## src/rtl/frame_sequencer.sv

```systemverilog
// frame_sequencer: per-frame game-tick controller for the Flappy Bird core.
//
// Every FRAME_DIV rising vsync edges it opens a SAMPLE window on the input
// sampler, captures any flap request, fires a one-cycle update start, waits for
// the update stage to finish, then checks collision to continue or end the game.
//
// Ports
//   clk_i          system clock
//   rst_ni         asynchronous reset, active low
//   vsync_i        vertical sync level; rising edge marks a frame start
//   start_i        start/restart request (taken in IDLE or OVER only)
//   flap_i         flap request (taken in SAMPLE or LATCH only)
//   d_inp_i        input sampler acknowledge
//   upd_done_i     update stage finished
//   collision_i    collision flag, sampled in CHECK
//   e_inp_o        input sampler enable
//   e_upd_o        update start pulse (one cycle, on UPDATE entry)
//   flap_o         latched flap request, valid while UPDATE
//   running_o      game in progress
//   game_over_o    game ended
//   timeout_err_o  sticky handshake-timeout flag (cleared only by reset)
//   score_o        completed ticks, saturating at 255
//
// Handshake: the sampler window closes only once SAMPLE_LEN cycles have elapsed
// AND d_inp_i is high in the same cycle; the update stage is done on any cycle
// of UPDATE (including its entry cycle) where upd_done_i is high. Either wait
// is bounded by TIMEOUT cycles, after which the game is forced to OVER.
//
// All outputs are flops loaded from the decode of the next state, so they
// change on the same edge as the state register.
module frame_sequencer #(
  parameter int unsigned FRAME_DIV  = 2,
  parameter int unsigned SAMPLE_LEN = 4,
  parameter int unsigned TIMEOUT    = 255
) (
  input  logic       clk_i,
  input  logic       rst_ni,
  input  logic       vsync_i,
  input  logic       start_i,
  input  logic       flap_i,
  input  logic       d_inp_i,
  input  logic       upd_done_i,
  input  logic       collision_i,
  output logic       e_inp_o,
  output logic       e_upd_o,
  output logic       flap_o,
  output logic       running_o,
  output logic       game_over_o,
  output logic       timeout_err_o,
  output logic [7:0] score_o
);

  typedef enum logic [2:0] {
    S_IDLE,
    S_WAIT_FRAME,
    S_SAMPLE,
    S_LATCH,
    S_UPDATE,
    S_CHECK,
    S_OVER
  } state_t;

  localparam logic [3:0] DIV_LAST    = 4'(FRAME_DIV - 1);
  localparam logic [7:0] SAMPLE_LAST = 8'(SAMPLE_LEN - 1);
  localparam logic [7:0] CYC_LAST    = 8'(TIMEOUT - 1);

  state_t     state_q, state_d;
  logic       vsync_q;
  logic [3:0] div_cnt;
  logic [7:0] cyc_cnt;
  logic       flap_lat;

  logic frame_pulse;
  logic start_take;
  logic timeout_hit;
  logic e_inp_d, e_upd_d, flap_d, running_d, game_over_d;

  assign frame_pulse = vsync_i & ~vsync_q;

  // Next-state decode
  always_comb begin
    state_d     = state_q;
    start_take  = 1'b0;
    timeout_hit = 1'b0;
    case (state_q)
      S_IDLE, S_OVER: begin
        // A frame pulse in the same cycle is not counted: div_cnt only moves in WAIT_FRAME.
        if (start_i) begin
          state_d    = S_WAIT_FRAME;
          start_take = 1'b1;
        end
      end
      S_WAIT_FRAME: begin
        if (frame_pulse && (div_cnt == DIV_LAST)) state_d = S_SAMPLE;
      end
      S_SAMPLE: begin
        // The exit condition wins over a timeout reached in the same cycle.
        if ((cyc_cnt >= SAMPLE_LAST) && d_inp_i) begin
          state_d = S_LATCH;
        end else if (cyc_cnt == CYC_LAST) begin
          state_d     = S_OVER;
          timeout_hit = 1'b1;
        end
      end
      S_LATCH: state_d = S_UPDATE;
      S_UPDATE: begin
        if (upd_done_i) begin
          state_d = S_CHECK;
        end else if (cyc_cnt == CYC_LAST) begin
          state_d     = S_OVER;
          timeout_hit = 1'b1;
        end
      end
      S_CHECK: state_d = collision_i ? S_OVER : S_WAIT_FRAME;
      default: state_d = S_IDLE;
    endcase
  end

  // Output decode from the next state
  always_comb begin
    e_inp_d     = (state_d == S_IDLE) || (state_d == S_SAMPLE) || (state_d == S_OVER);
    running_d   = (state_d == S_WAIT_FRAME) || (state_d == S_SAMPLE) || (state_d == S_LATCH) ||
                  (state_d == S_UPDATE) || (state_d == S_CHECK);
    game_over_d = (state_d == S_OVER);
    e_upd_d     = (state_d == S_UPDATE) && (state_q == S_LATCH);
    flap_d      = 1'b0;
    if (state_d == S_UPDATE) begin
      // The LATCH cycle still ORs flap_i so a request arriving one cycle late is kept.
      flap_d = (state_q == S_LATCH) ? (flap_lat | flap_i) : flap_o;
    end
  end

  always_ff @(posedge clk_i or negedge rst_ni) begin
    if (!rst_ni) begin
      state_q       <= S_IDLE;
      vsync_q       <= 1'b0;
      div_cnt       <= '0;
      cyc_cnt       <= '0;
      flap_lat      <= 1'b0;
      score_o       <= '0;
      e_inp_o       <= 1'b0;
      e_upd_o       <= 1'b0;
      flap_o        <= 1'b0;
      running_o     <= 1'b0;
      game_over_o   <= 1'b0;
      timeout_err_o <= 1'b0;
    end else begin
      state_q     <= state_d;
      vsync_q     <= vsync_i;
      e_inp_o     <= e_inp_d;
      e_upd_o     <= e_upd_d;
      flap_o      <= flap_d;
      running_o   <= running_d;
      game_over_o <= game_over_d;

      if (timeout_hit) timeout_err_o <= 1'b1;

      if (start_take) begin
        div_cnt <= '0;
      end else if ((state_q == S_WAIT_FRAME) && frame_pulse) begin
        div_cnt <= (div_cnt == DIV_LAST) ? 4'd0 : div_cnt + 4'd1;
      end

      // cyc_cnt is 0 on the first cycle of every state and counts up while it stays.
      if (state_d != state_q) begin
        cyc_cnt <= '0;
      end else if ((state_q == S_SAMPLE) || (state_q == S_UPDATE)) begin
        cyc_cnt <= cyc_cnt + 8'd1;
      end

      if (timeout_hit || (state_q == S_CHECK)) begin
        flap_lat <= 1'b0;
      end else if ((state_q == S_SAMPLE) || (state_q == S_LATCH)) begin
        flap_lat <= flap_lat | flap_i;
      end

      if (start_take) begin
        score_o <= '0;
      end else if ((state_q == S_CHECK) && !collision_i && (score_o != 8'hFF)) begin
        score_o <= score_o + 8'd1;
      end
    end
  end

endmodule

```

## config.mk

```make
export PLATFORM = sky130hd
export DESIGN_NAME = frame_sequencer
export DESIGN_NICKNAME = d
export VERILOG_FILES = /design/src/rtl/frame_sequencer.sv
export SDC_FILE = /design/constraint.sdc
export NUM_CORES = 1
export LEC_CHECK = 0
export ABC_AREA = 1
export CAP_MARGIN = 20
export CORE_AREA = 10 10 73 75
export DETAILED_ROUTE_END_ITERATION = 6
export DIE_AREA = 0 0 83 85
export GPL_TIMING_DRIVEN = 0
export HOLD_SLACK_MARGIN = 0.02
export PLACE_DENSITY_LB_ADDON = 0.08
export SYNTH_ARGS = -nofsm -noshare
export SYNTH_HDL_FRONTEND = slang
export SYNTH_SLANG_ARGS = --single-unit
```

## constraint.sdc

```tcl
create_clock -name clk_i -period 1.7 [get_ports clk_i]
set_clock_uncertainty 0.2 [all_clocks]
set_input_delay 0.425 -clock clk_i [delete_from_list [all_inputs] [get_ports clk_i]]
set_output_delay 0.425 -clock clk_i [all_outputs]
set_load 0.03 [all_outputs]
```

==> flow_summary_export.csv <==
group,metric,value,unit
synthesis,yosysWarnings,0,
clocking,clk_path_buf_depth,2,
synthesis,synth_top_area_share,0.454,
global_routing,grt_max_degree,32,
synthesis,syn_nets,221,
clocking,ctsRootBufferMaster,"clkbuf_8",
timing,setup_viol,9,
final_layout,layout_commonest_cell,"nand2_1",
setup_path,worstSetupPathType,"register to register",
synthesis,synth.distinct_cells,30,
timing,final-hold-violation-count,0,
clocking,h-tree-depth,2,
clocking,cts_buffers,5,
synthesis,synth-xor-area-share,0.0462,
flow_run,max_cap_violations,0,
floorplanning,io_pins,22,
timing,drv_slew,0,
floorplanning,initial_core_util,0.436,
run_status,outcome,"finished with violations",
synthesis,yosysTopAreaCell,"dfrtp_1",
pwr,power-per-cell-area,1180,nW/um2
setup_path,cp_slowest_cell,"dfrtp_2",
setup_path,max_stage_delay,0.43,ns
timing,worst_slack,-0.0227,ns
clocking,tritoncts,"yes",
setup_path,worstPathArrival,1.72,ns
setup_path,end_kind,"register",
global_routing,grt_pass1_vias,1430,
worst_hold_path,holdCritPathClass,"register to register",
floorplanning,fp.coreArea,3910,um2
synthesis,seq_area_frac_synth,0.454,
global_routing,overflow,0,
final_layout,fillers,371,
timing,worstMarginPinSlew,0.673,ns
synthesis,netlist_area,1710,um2
detailed_routing,antenna_left,0,
final_layout,nets,266,
setup_path,cp_cell_sequence,"buf_6, buf_4, nor2_4, nand3_1, nand4_1, buf_4, nor2_1, o21ai_0",
placed_design,dpl.cell_count,281,
setup_path,cp-start-kind,"register",
timing,rsz0062_at_grt,"yes",
floorplanning,rows,23,
placed_design,portBuffers,21,
setup_path,cp_max_fo,4,
timing,final.period_utilization,1.01,
detailed_routing,dr.pass1.iters,4,
setup_path,crit_path_frequent_cell,"buf_4",
floorplanning,chipHeight,85,um
floorplanning,die_w,83,um
timing,fmax,580,MHz
global_routing,grtUsageTotal,0.106,
detailed_routing,routedWlPerCell,12.2,um
synthesis,syn_inst,210,
pwr,p_leak,0.00109,uW
pwr,peakVddDrop,850,uV
synthesis,synth_top_family_by_area,"simple AND/OR/NAND/NOR gates",
floorplanning,dieArea,7060,um2
final_layout,stdcell_count,306,
synthesis,ys.flop_type,"dfrtp_1",
placed_design,hpwlAfterDp,2.58,mm
detailed_routing,wirelength,3.74,mm
synthesis,synth_edf_count,0,
synthesis,async_flop_share,1.00,
synthesis,syn_avg_cell_area,8.13,um2
synthesis,synth-compound-area-share,0.0755,
detailed_routing,drt_iter0_drc,71,
placed_design,place_congestion,0.773,
final_layout,area_delta_synth_final,40.9,%
clocking,insertion_delay,0.28,ns
clocking,clk_pin_slew,0.07,ns
detailed_routing,via_per_inst,4.77,
timing,slew_headroom,0.551,
setup_path,crit_required,1.70,ns
final_layout,antenna_cells,0,
synthesis,ys_ff_latch,31,
timing,fin_hold_ws,0.261,ns
synthesis,synthMuxAreaShare,0,
synthesis,synthAdderAreaFrac,0.0220,
global_routing,antenna_found_initial,0,
final_layout,layout_common_cells,"nand2_1, nor2_1, dfrtp_1",
global_routing,grt_first_pass_wirelength,6.40,mm
clocking,cts.sink_count,31,
synthesis,yosys.area_share.simple,0.325,
run_status,violations,"setup timing",
detailed_routing,vias,1460,
timing,min_period,1.72,ns
final_layout,final_layout_size_suffix_gt1_frac,0.410,
detailed_routing,drc,0,
synthesis,yosys-top-cells-area,"dfrtp_1, nand2_1, nor2_1, inv_1, xor2_1",
-- logic make-up after synthesis --
| logic type | count (synthesis) |
|---|---|
| fa+ha+maj | 3 |
| compound gates | 22 |
| simple gates | 114 |
| flops | 31 |
| buf+inv | 31 |
| xor+xnor | 9 |
-- synthesized netlist by cell type (2+ instances only) --
cell	n
ha_1	3
nand2_2	3
nand4_1	7
nand3_2	2
inv_2	3
buf_6	2
xor2_1	8
nand3_4	2
nor2_2	2
nand3_1	12
nor3_1	6
dfrtp_1	31
a31oi_1	2
nor2_4	2
inv_1	25
o21ai_0	10
nor2_1	34
nand2_1	40
a21oi_1	5
-- area by class of cell --
type / count / area [um2] / share of cell area
Sequential cell: 31 / 785 / 0.326
Clock buffer: 5 / 68.8 / 0.0286
Tap cell: 50 / 62.6 / 0.0260
Inverter: 29 / 116 / 0.0484
Buffer: 2 / 22.5 / 0.00936
Multi-Input combinational cell: 148 / 1010 / 0.419
Clock inverter: 3 / 15.0 / 0.00624
Timing Repair Buffer: 38 / 329 / 0.137
-- per-stage QoR --
stage	cell area (um2)	TNS (ns)	setup slack, ns	power, uW	util
5_1_grt	2410	-1.58	-0.119	3040	0.615
6_report	2410	-0.0755	-0.0227	2840	0.615
2_1_floorplan	1740	-0.441	-0.0907	1700	-
3_5_place_dp	2000	-7.77	-0.384	1990	0.512
3_3_place_gp	2010	-26.80	-0.721	1990	0.513
4_1_cts	2220	-0.0265	-0.0113	2670	0.566
-- worst paths after layout --
check                                     startpoint                         to  slack, ns  cells past startpoint
setup / recovery                state_q[2]$_DFF_PN0_        running_o$_DFF_PN0_      -0.02                      8
hold / removal             timeout_err_o$_DFFE_PN0P_  timeout_err_o$_DFFE_PN0P_       0.26                      1
setup reg to reg                state_q[2]$_DFF_PN0_        running_o$_DFF_PN0_      -0.02                      8
hold reg to reg            timeout_err_o$_DFFE_PN0P_  timeout_err_o$_DFFE_PN0P_       0.26                      1
max in group asynchronous                     rst_ni     score_o[1]$_DFFE_PN0P_       0.30                      2
min in group asynchronous                     rst_ni       state_q[0]$_DFF_PN0_       0.51                      2
-- critical path: cells and delay by family (launching register included) --
| kind | cells | cell delay, ns |
|---|---|---|
| compound gates | 1 | 0.14 |
| simple gates | 4 | 0.46 |
| flops | 1 | 0.43 |
| buf+inv | 3 | 0.41 |
-- report_power, final --
group	internal (uW)	switching (uW)	total, uW
clock network	279	271	550
registers	855	89.9	945
logic	512	836	1350
total	1650	1200	2840
-- sequential cells by signal (all words and copies together) (netlist names), 3 cells and up --
signal,cells
score_o,8
cyc_cnt,8
div_cnt,4
state_q,3
-- per-layer routing --
layer | global-route usage | part of all wire | wire length, um | vias to the layer above
met5 | 0 | 0 | 0 | -
met4 | 0.0449 | 0.0056 | 21 | 0
met3 | 0.0315 | 0.040 | 151 | 4
met2 | 0.164 | 0.47 | 1770 | 22
met1 | 0.135 | 0.48 | 1800 | 669
li1 | - | - | - | 765
-- timing repair --
item,4_1_cts,5_1_grt
resized for setup,45,51
hold endpoints to repair,31,0
cloned,1,0
endpoints found under the setup margin,35,28
pin swaps,9,21
hold buffers,1,0
buffers inserted,10,5
No activity file was read; power rests on OpenSTA's default activity.
